### src/rtl/issueque_div_pkg.sv
// Shared definitions for the divide reservation-station queue.
//   DEF_DEPTH / DEF_DATA_W / DEF_TAG_W : default geometry
//   entry_w()                          : width of one flattened queue entry
//                                        {valid, rs_ready, rs_tag, rs_data,
//                                         rt_ready, rt_tag, rt_data, rdtag}
package issueque_div_pkg;

    localparam int DEF_DEPTH  = 4;
    localparam int DEF_DATA_W = 32;
    localparam int DEF_TAG_W  = 6;

    // Three single-bit flags (valid, rs_ready, rt_ready), three tags, two operands.
    function automatic int entry_w(input int data_w, input int tag_w);
        return 3 + 3 * tag_w + 2 * data_w;
    endfunction

endpackage

### src/rtl/issueque_div_entry.sv
// One slot of the collapsing divide issue queue.
// Holds an instruction's operands and destination tag, and captures pending
// operands from the CDB. The next-state source is chosen from three places:
// the dispatch port (load_en), the upper neighbour (shift_en, when an older
// entry issues), or the slot's own contents. The CDB capture is then applied
// to whichever source was chosen. This gives dispatch bypass and keeps
// snooping correct while entries shift.
// Ports:
//   clk, reset (async, active-low)
//   clear              drop the entry (flush)
//   load_en, d_*       write a freshly dispatched instruction
//   shift_en, up_entry take the contents of the next-younger slot
//   cdb_*              result broadcast to snoop
//   q_entry            flattened contents, feeds the next-older slot
//   q_ready            valid with both operands available
//   q_rs_data, q_rt_data, q_rdtag  operand and tag fields for the issue mux
module issueque_div_entry
    import issueque_div_pkg::*;
#(
    parameter int DATA_W  = DEF_DATA_W,
    parameter int TAG_W   = DEF_TAG_W,
    parameter int ENTRY_W = entry_w(DATA_W, TAG_W)
)(
    input  logic               clk,
    input  logic               reset,
    input  logic               clear,
    input  logic               load_en,
    input  logic               shift_en,
    input  logic               d_rs_ready,
    input  logic [TAG_W-1:0]   d_rs_tag,
    input  logic [DATA_W-1:0]  d_rs_data,
    input  logic               d_rt_ready,
    input  logic [TAG_W-1:0]   d_rt_tag,
    input  logic [DATA_W-1:0]  d_rt_data,
    input  logic [TAG_W-1:0]   d_rdtag,
    input  logic [ENTRY_W-1:0] up_entry,
    input  logic               cdb_valid,
    input  logic [TAG_W-1:0]   cdb_tag,
    input  logic [DATA_W-1:0]  cdb_data,
    output logic [ENTRY_W-1:0] q_entry,
    output logic               q_ready,
    output logic [DATA_W-1:0]  q_rs_data,
    output logic [DATA_W-1:0]  q_rt_data,
    output logic [TAG_W-1:0]   q_rdtag
);

    logic              valid_reg, valid_next;
    logic              rs_ready_reg, rs_ready_next;
    logic [TAG_W-1:0]  rs_tag_reg;
    logic [DATA_W-1:0] rs_data_reg, rs_data_next;
    logic              rt_ready_reg, rt_ready_next;
    logic [TAG_W-1:0]  rt_tag_reg;
    logic [DATA_W-1:0] rt_data_reg, rt_data_next;
    logic [TAG_W-1:0]  rdtag_reg;

    logic              up_valid, up_rs_ready, up_rt_ready;
    logic [TAG_W-1:0]  up_rs_tag, up_rt_tag, up_rdtag;
    logic [DATA_W-1:0] up_rs_data, up_rt_data;

    logic              src_valid, src_rs_ready, src_rt_ready;
    logic [TAG_W-1:0]  src_rs_tag, src_rt_tag, src_rdtag;
    logic [DATA_W-1:0] src_rs_data, src_rt_data;
    logic              rs_hit, rt_hit;

    assign {up_valid, up_rs_ready, up_rs_tag, up_rs_data,
            up_rt_ready, up_rt_tag, up_rt_data, up_rdtag} = up_entry;

    always_comb begin
        src_valid    = valid_reg;
        src_rs_ready = rs_ready_reg;
        src_rs_tag   = rs_tag_reg;
        src_rs_data  = rs_data_reg;
        src_rt_ready = rt_ready_reg;
        src_rt_tag   = rt_tag_reg;
        src_rt_data  = rt_data_reg;
        src_rdtag    = rdtag_reg;
        // Dispatch wins over shift: when an issue and a dispatch happen in the
        // same cycle, the slot being written is the one vacated by the collapse.
        if (load_en) begin
            src_valid    = 1'b1;
            src_rs_ready = d_rs_ready;
            src_rs_tag   = d_rs_tag;
            src_rs_data  = d_rs_data;
            src_rt_ready = d_rt_ready;
            src_rt_tag   = d_rt_tag;
            src_rt_data  = d_rt_data;
            src_rdtag    = d_rdtag;
        end else if (shift_en) begin
            src_valid    = up_valid;
            src_rs_ready = up_rs_ready;
            src_rs_tag   = up_rs_tag;
            src_rs_data  = up_rs_data;
            src_rt_ready = up_rt_ready;
            src_rt_tag   = up_rt_tag;
            src_rt_data  = up_rt_data;
            src_rdtag    = up_rdtag;
        end

        rs_hit = cdb_valid && src_valid && !src_rs_ready && (src_rs_tag == cdb_tag);
        rt_hit = cdb_valid && src_valid && !src_rt_ready && (src_rt_tag == cdb_tag);

        valid_next    = src_valid && !clear;
        rs_ready_next = src_rs_ready || rs_hit;
        rs_data_next  = rs_hit ? cdb_data : src_rs_data;
        rt_ready_next = src_rt_ready || rt_hit;
        rt_data_next  = rt_hit ? cdb_data : src_rt_data;
    end

    always_ff @(posedge clk or negedge reset) begin
        if (!reset) begin
            valid_reg    <= 1'b0;
            rs_ready_reg <= 1'b0;
            rs_tag_reg   <= '0;
            rs_data_reg  <= '0;
            rt_ready_reg <= 1'b0;
            rt_tag_reg   <= '0;
            rt_data_reg  <= '0;
            rdtag_reg    <= '0;
        end else begin
            valid_reg    <= valid_next;
            rs_ready_reg <= rs_ready_next;
            rs_tag_reg   <= src_rs_tag;
            rs_data_reg  <= rs_data_next;
            rt_ready_reg <= rt_ready_next;
            rt_tag_reg   <= src_rt_tag;
            rt_data_reg  <= rt_data_next;
            rdtag_reg    <= src_rdtag;
        end
    end

    assign q_entry   = {valid_reg, rs_ready_reg, rs_tag_reg, rs_data_reg,
                        rt_ready_reg, rt_tag_reg, rt_data_reg, rdtag_reg};
    assign q_ready   = valid_reg && rs_ready_reg && rt_ready_reg;
    assign q_rs_data = rs_data_reg;
    assign q_rt_data = rt_data_reg;
    assign q_rdtag   = rdtag_reg;

endmodule

### src/rtl/issueque_div.sv
// Reservation-station queue for integer divide instructions.
// Holds up to DEPTH instructions in age order. Slot 0 is the oldest. The queue
// collapses: when a slot issues, every younger slot moves down one.
// Missing operands are captured from the CDB. The oldest ready entry is issued
// whenever the divider is not busy.
// Ports:
//   clk, reset (async, active-low)
//   dispatch_*   one instruction per cycle, ignored while queue_full
//   queue_full   registered, count == DEPTH
//   cdb_*        result broadcast
//   flush        drop every entry at the next edge
//   issuediv_busy                       divider back-pressure (combinational)
//   issuediv_enable / _rsdata / _rtdata / _rdtag   issue strobe and payload
//                                                  (payload zero when idle)
module issueque_div
    import issueque_div_pkg::*;
#(
    parameter int DEPTH  = DEF_DEPTH,
    parameter int DATA_W = DEF_DATA_W,
    parameter int TAG_W  = DEF_TAG_W
)(
    input  logic              clk,
    input  logic              reset,
    input  logic              dispatch_en,
    input  logic [DATA_W-1:0] dispatch_rsdata,
    input  logic [DATA_W-1:0] dispatch_rtdata,
    input  logic              dispatch_rsready,
    input  logic              dispatch_rtready,
    input  logic [TAG_W-1:0]  dispatch_rstag,
    input  logic [TAG_W-1:0]  dispatch_rttag,
    input  logic [TAG_W-1:0]  dispatch_rdtag,
    output logic              queue_full,
    input  logic              cdb_valid,
    input  logic [TAG_W-1:0]  cdb_tag,
    input  logic [DATA_W-1:0] cdb_data,
    input  logic              flush,
    input  logic              issuediv_busy,
    output logic              issuediv_enable,
    output logic [DATA_W-1:0] issuediv_rsdata,
    output logic [DATA_W-1:0] issuediv_rtdata,
    output logic [TAG_W-1:0]  issuediv_rdtag
);

    localparam int CNT_W   = $clog2(DEPTH + 1);
    localparam int SEL_W   = $clog2(DEPTH);
    localparam int ENTRY_W = entry_w(DATA_W, TAG_W);

    logic [ENTRY_W-1:0] q_entry   [DEPTH];
    logic [DATA_W-1:0]  rs_data_q [DEPTH];
    logic [DATA_W-1:0]  rt_data_q [DEPTH];
    logic [TAG_W-1:0]   rdtag_q   [DEPTH];
    logic [DEPTH-1:0]   ready_vec;

    logic [SEL_W-1:0]   sel;
    logic               issue;
    logic               accept;
    logic [CNT_W-1:0]   count_reg, count_next;
    logic [CNT_W-1:0]   wr_idx;

    // Oldest-first pick. Readiness comes only from registered state, so a CDB
    // broadcast can make an entry eligible no earlier than the following cycle.
    always_comb begin
        sel = '0;
        for (int i = DEPTH - 1; i >= 0; i--) begin
            if (ready_vec[i]) begin
                sel = SEL_W'(i);
            end
        end
    end

    assign issue  = (|ready_vec) && !issuediv_busy && !flush;
    assign accept = dispatch_en && !queue_full && !flush;

    // A dispatch lands just above the last live entry. If an issue collapses
    // the queue in the same cycle, that position is one slot lower.
    assign wr_idx = issue ? (count_reg - CNT_W'(1)) : count_reg;

    always_comb begin
        count_next = count_reg + CNT_W'(accept) - CNT_W'(issue);
        if (flush) begin
            count_next = '0;
        end
    end

    always_ff @(posedge clk or negedge reset) begin
        if (!reset) begin
            count_reg <= '0;
        end else begin
            count_reg <= count_next;
        end
    end

    assign queue_full = (count_reg == CNT_W'(DEPTH));

    genvar gi;
    generate
        for (gi = 0; gi < DEPTH; gi++) begin : g_slot
            logic [ENTRY_W-1:0] up_entry;
            logic               shift_en;
            logic               load_en;

            if (gi == DEPTH - 1) begin : g_top
                assign up_entry = '0;
            end else begin : g_mid
                assign up_entry = q_entry[gi + 1];
            end

            assign shift_en = issue && (SEL_W'(gi) >= sel);
            assign load_en  = accept && (wr_idx == CNT_W'(gi));

            issueque_div_entry #(
                .DATA_W (DATA_W),
                .TAG_W  (TAG_W)
            ) u_entry (
                .clk        (clk),
                .reset      (reset),
                .clear      (flush),
                .load_en    (load_en),
                .shift_en   (shift_en),
                .d_rs_ready (dispatch_rsready),
                .d_rs_tag   (dispatch_rstag),
                .d_rs_data  (dispatch_rsdata),
                .d_rt_ready (dispatch_rtready),
                .d_rt_tag   (dispatch_rttag),
                .d_rt_data  (dispatch_rtdata),
                .d_rdtag    (dispatch_rdtag),
                .up_entry   (up_entry),
                .cdb_valid  (cdb_valid),
                .cdb_tag    (cdb_tag),
                .cdb_data   (cdb_data),
                .q_entry    (q_entry[gi]),
                .q_ready    (ready_vec[gi]),
                .q_rs_data  (rs_data_q[gi]),
                .q_rt_data  (rt_data_q[gi]),
                .q_rdtag    (rdtag_q[gi])
            );
        end
    endgenerate

    assign issuediv_enable = issue;
    assign issuediv_rsdata = issue ? rs_data_q[sel] : '0;
    assign issuediv_rtdata = issue ? rt_data_q[sel] : '0;
    assign issuediv_rdtag  = issue ? rdtag_q[sel]   : '0;

endmodule
### config.mk
export PLATFORM = sky130hd
export DESIGN_NAME = issueque_div
export DESIGN_NICKNAME = d
export VERILOG_FILES = /design/src/rtl/issueque_div_pkg.sv /design/src/rtl/issueque_div_entry.sv /design/src/rtl/issueque_div.sv
export SDC_FILE = /design/constraint.sdc
export NUM_CORES = 1
export LEC_CHECK = 0
export ABC_AREA = 0
export BUFFER_PORTS_ARGS = -buffer_cell sky130_fd_sc_hd__buf_2
export CAP_MARGIN = 20
export CORE_MARGIN = 2
export CORE_UTILIZATION = 55
export CTS_CLUSTER_SIZE = 16
export DETAILED_ROUTE_END_ITERATION = 7
export PLACE_DENSITY_LB_ADDON = 0.15
export SETUP_SLACK_MARGIN = 0.2
export SLEW_MARGIN = 20
export SYNTH_ARGS = -nofsm -noshare
export SYNTH_HDL_FRONTEND = slang
export SYNTH_SLANG_ARGS = --single-unit
### constraint.sdc
create_clock -name clk -period 3.6 [get_ports clk]
set_input_delay 0 -clock clk [delete_from_list [all_inputs] [get_ports clk]]
set_output_delay 0 -clock clk [all_outputs]
set_load 0.01 [all_outputs]
==> metrics <==
Netlist cell types 65; synthesized cell area approximately 22000 um2; H-Tree Depth 2; Setup crit start kind flip-flop; Die W 204 um; initial core utilization between 50% and 60%; WP data arrival ~3.8 ns; TNS Setup 0 ns; IO buf count between 150 and 200; Initial DRC Count around 2400; Max Cap Viol 0; HPWL Detailed around 46000 um; PnR Total Power between 15000 and 20000 uW; largest net degree at the start of global routing around 110; beginning of the critical path g_slot[3].u_entry.valid_reg; WL/cell between 20 and 25 um; crit-path most repeated cell buf_12; CTS tree yes; Rows 73; Routability Congestion just under 1; die height about 200 um; post-synthesis sequential area ratio between 30% and 40%; first-pass GRT wire length about 120000 um; RSZ-0062 raised after global routing true; Avg Cell Area, Syn between 8 and 9 um2; FF+latch count, synth approximately 340; crit path capture type flip-flop; total grt overflow 0; DRT Pass-1 Iters 8; Synthesized Nets between 2000 and 3000; # DRC 0; Clock Sinks ~340; Area Overhead vs Synth 21.6%; critical path cell sequence nand3_2, a41o_4, inv_2, ha_4, and2_2, buf_4, a211o_1, o31ai_2, o2111ai_2, nor3_4, buf_12, buf_12, mux2_2; vias in the first global route 21000; dominant cell type by area after synthesis dfrtp_1; Final Skew between 0.015 and 0.02 ns; Total GRT Usage a little over a third; status completed; CTS root buf clkbuf_16; Die ar. 41500 um2; Fmax 298 MHz; clk buf depth 3; Slowest cell on crit path dfrtp_1; Via Count roughly 21000; initial antenna violation count 2; antenna viol nets, final 0; via/cell ratio 6.34; core area 39500 um2; slew margin rel. 28.1%; Peak VDD IR 0.374 mV; dpl cell area between 20000 and 25000 um2; Synth top area share 39.1%; period utilization between 90 and 100%; Final Setup Violations 0; Final Hold Vio Count 0; Hold Path Class in2reg; final wirelength between 70000 and 80000 um; Fill cells approximately 3100; max incr delay on CP 0.43 ns; hold_sp dispatch_en; Clock Pin Slew Worst Setup and Hold Paths approximately 0.06 ns; Syn Inst Count ~2600; worst reg2reg path startpoint g_slot[3].u_entry.valid_reg; asr flop ratio synth 100%; Final min period roughly 3.4 ns; Nets roughly 2900; Power Density between 500 and 600 nW/um2; synth cell count leaders nand2_1, dfrtp_1, nor2_1; Num CTS Buffers ~40; top cells by area, synth dfrtp_1, mux2_2, nand2_1; Finished Cell Area 26700 um2; Layout Cells excl Fill ~3400; Ports 200; Top FF cell, synth dfrtp_1; CP required slightly above 4 ns; fraction of layout cells with a size suffix above 1 between 20 and 30%; Post-synth EDFFs 0; Placed Cells incl. Taps ~3200; Setup CP Type reg2reg; Static Leak between 0.01 and 0.015 uW; Clk Latency, worst-skew pair 0.57 ns; Max FO, Critical Path 13; synth warn 0; count leader, synth nand2_1; Final Max Tran Viols 0; worst slew pin tran between 1 and 1.5 ns
[power by group]
| part | internal (uW) | switching, uW | leakage, uW |
|---|---|---|---|
| sequential | 5400 | 1130 | 0.00424 |
| combinational | 2760 | 2360 | 0.00803 |
| clock | 2490 | 1720 | 0.000657 |
| total | 10600 | 5210 | 0.0129 |
[cells in the final DEF, fill, tap and decap left out, drive strengths merged, types with 10 or more instances in the layout]
master and instances:
a211oi 71, inv 23, mux2 332, dfrtp 343
nor2 312, dlygate4sd3 118, a31oi 220, a21oi 20
mux2i 100, clkbuf 68, nand2 635, nand3 103
o211ai 10, xnor2 29, buf 304, o21ai 46
nor3 13
[final timing paths]
kind                                              endpoint  slack (ns)  depth (start not counted)
min reg2reg                   g_slot[3].u_entry.q_rdtag[4]        0.54                          2
max reg2reg                g_slot[0].u_entry.q_rt_data[22]        0.25                         13
min                        g_slot[3].u_entry.rt_tag_reg[3]        0.06                          6
max                        g_slot[0].u_entry.q_rt_data[22]        0.25                         13
max in group asynchronous  g_slot[3].u_entry.rs_tag_reg[2]        2.53                          3
min in group asynchronous     g_slot[2].u_entry.q_rdtag[1]        0.11                          2
[layout make-up]
cell class | count | area [um2] | share of cell area, %
antenna | 2 | 5.00 | 0.0188
timing repair buffer | 426 | 3380 | 12.7
inverter | 23 | 86.3 | 0.324
sequential | 343 | 8580 | 32.2
clock inverter | 8 | 97.6 | 0.366
tap | 525 | 657 | 2.46
multi-input combinational | 1980 | 12600 | 47.3
clock buffer | 64 | 1230 | 4.62
[layer usage]
layer | global-route usage (%) | routed length (um)
met3 | 5.75 | 7790
met5 | 0 | 13
met4 | 16.0 | 3080
met2 | 57.4 | 35100
met1 | 49.0 | 31100
[cells by family after synthesis]
family	Yosys count	synth area share, %
buffers and inverters	232	4.46
DFF	343	39.1
muxes	432	22.3
and+or+nand+nor	1103	20.2
xor gates and xnor gates	34	1.36
adders and majority gates	5	0.319
AOI/OAI and AO/OA	405	12.3
[stage by stage]
stage	utilization (%)	hold slack (ns)	setup slack [ns]
after CTS	66.6	0.108	0.201
after global routing	67.4	0.0829	0.132
after global placement	60.0	0.165	0.0922
after floorplan	-	-0.296	0.207
final	67.4	0.0612	0.247
after detailed placement	60.0	0.157	0.134
[worst max-delay path, delay by kind of cell, from the launching register on]
kind	cells	cell delay, ns
adders and majority gates	1	0.21
and+or+nand+nor	3	0.58
AOI/OAI and AO/OA	4	1.04
buffers and inverters	4	0.59
DFF	1	0.43
muxes	1	0.36
[repair_timing]
action / 4_1_cts / 5_1_grt
hold endpoints to repair: 449 / 0
setup buffers: 6 / 14
hold buffers: 118 / 0
setup endpoints to repair: 121 / 261
gates resized for setup: 4 / 32
pin swaps: 2 / 10
gates cloned: 1 / 5
Power figures use the tool's default switching activity.
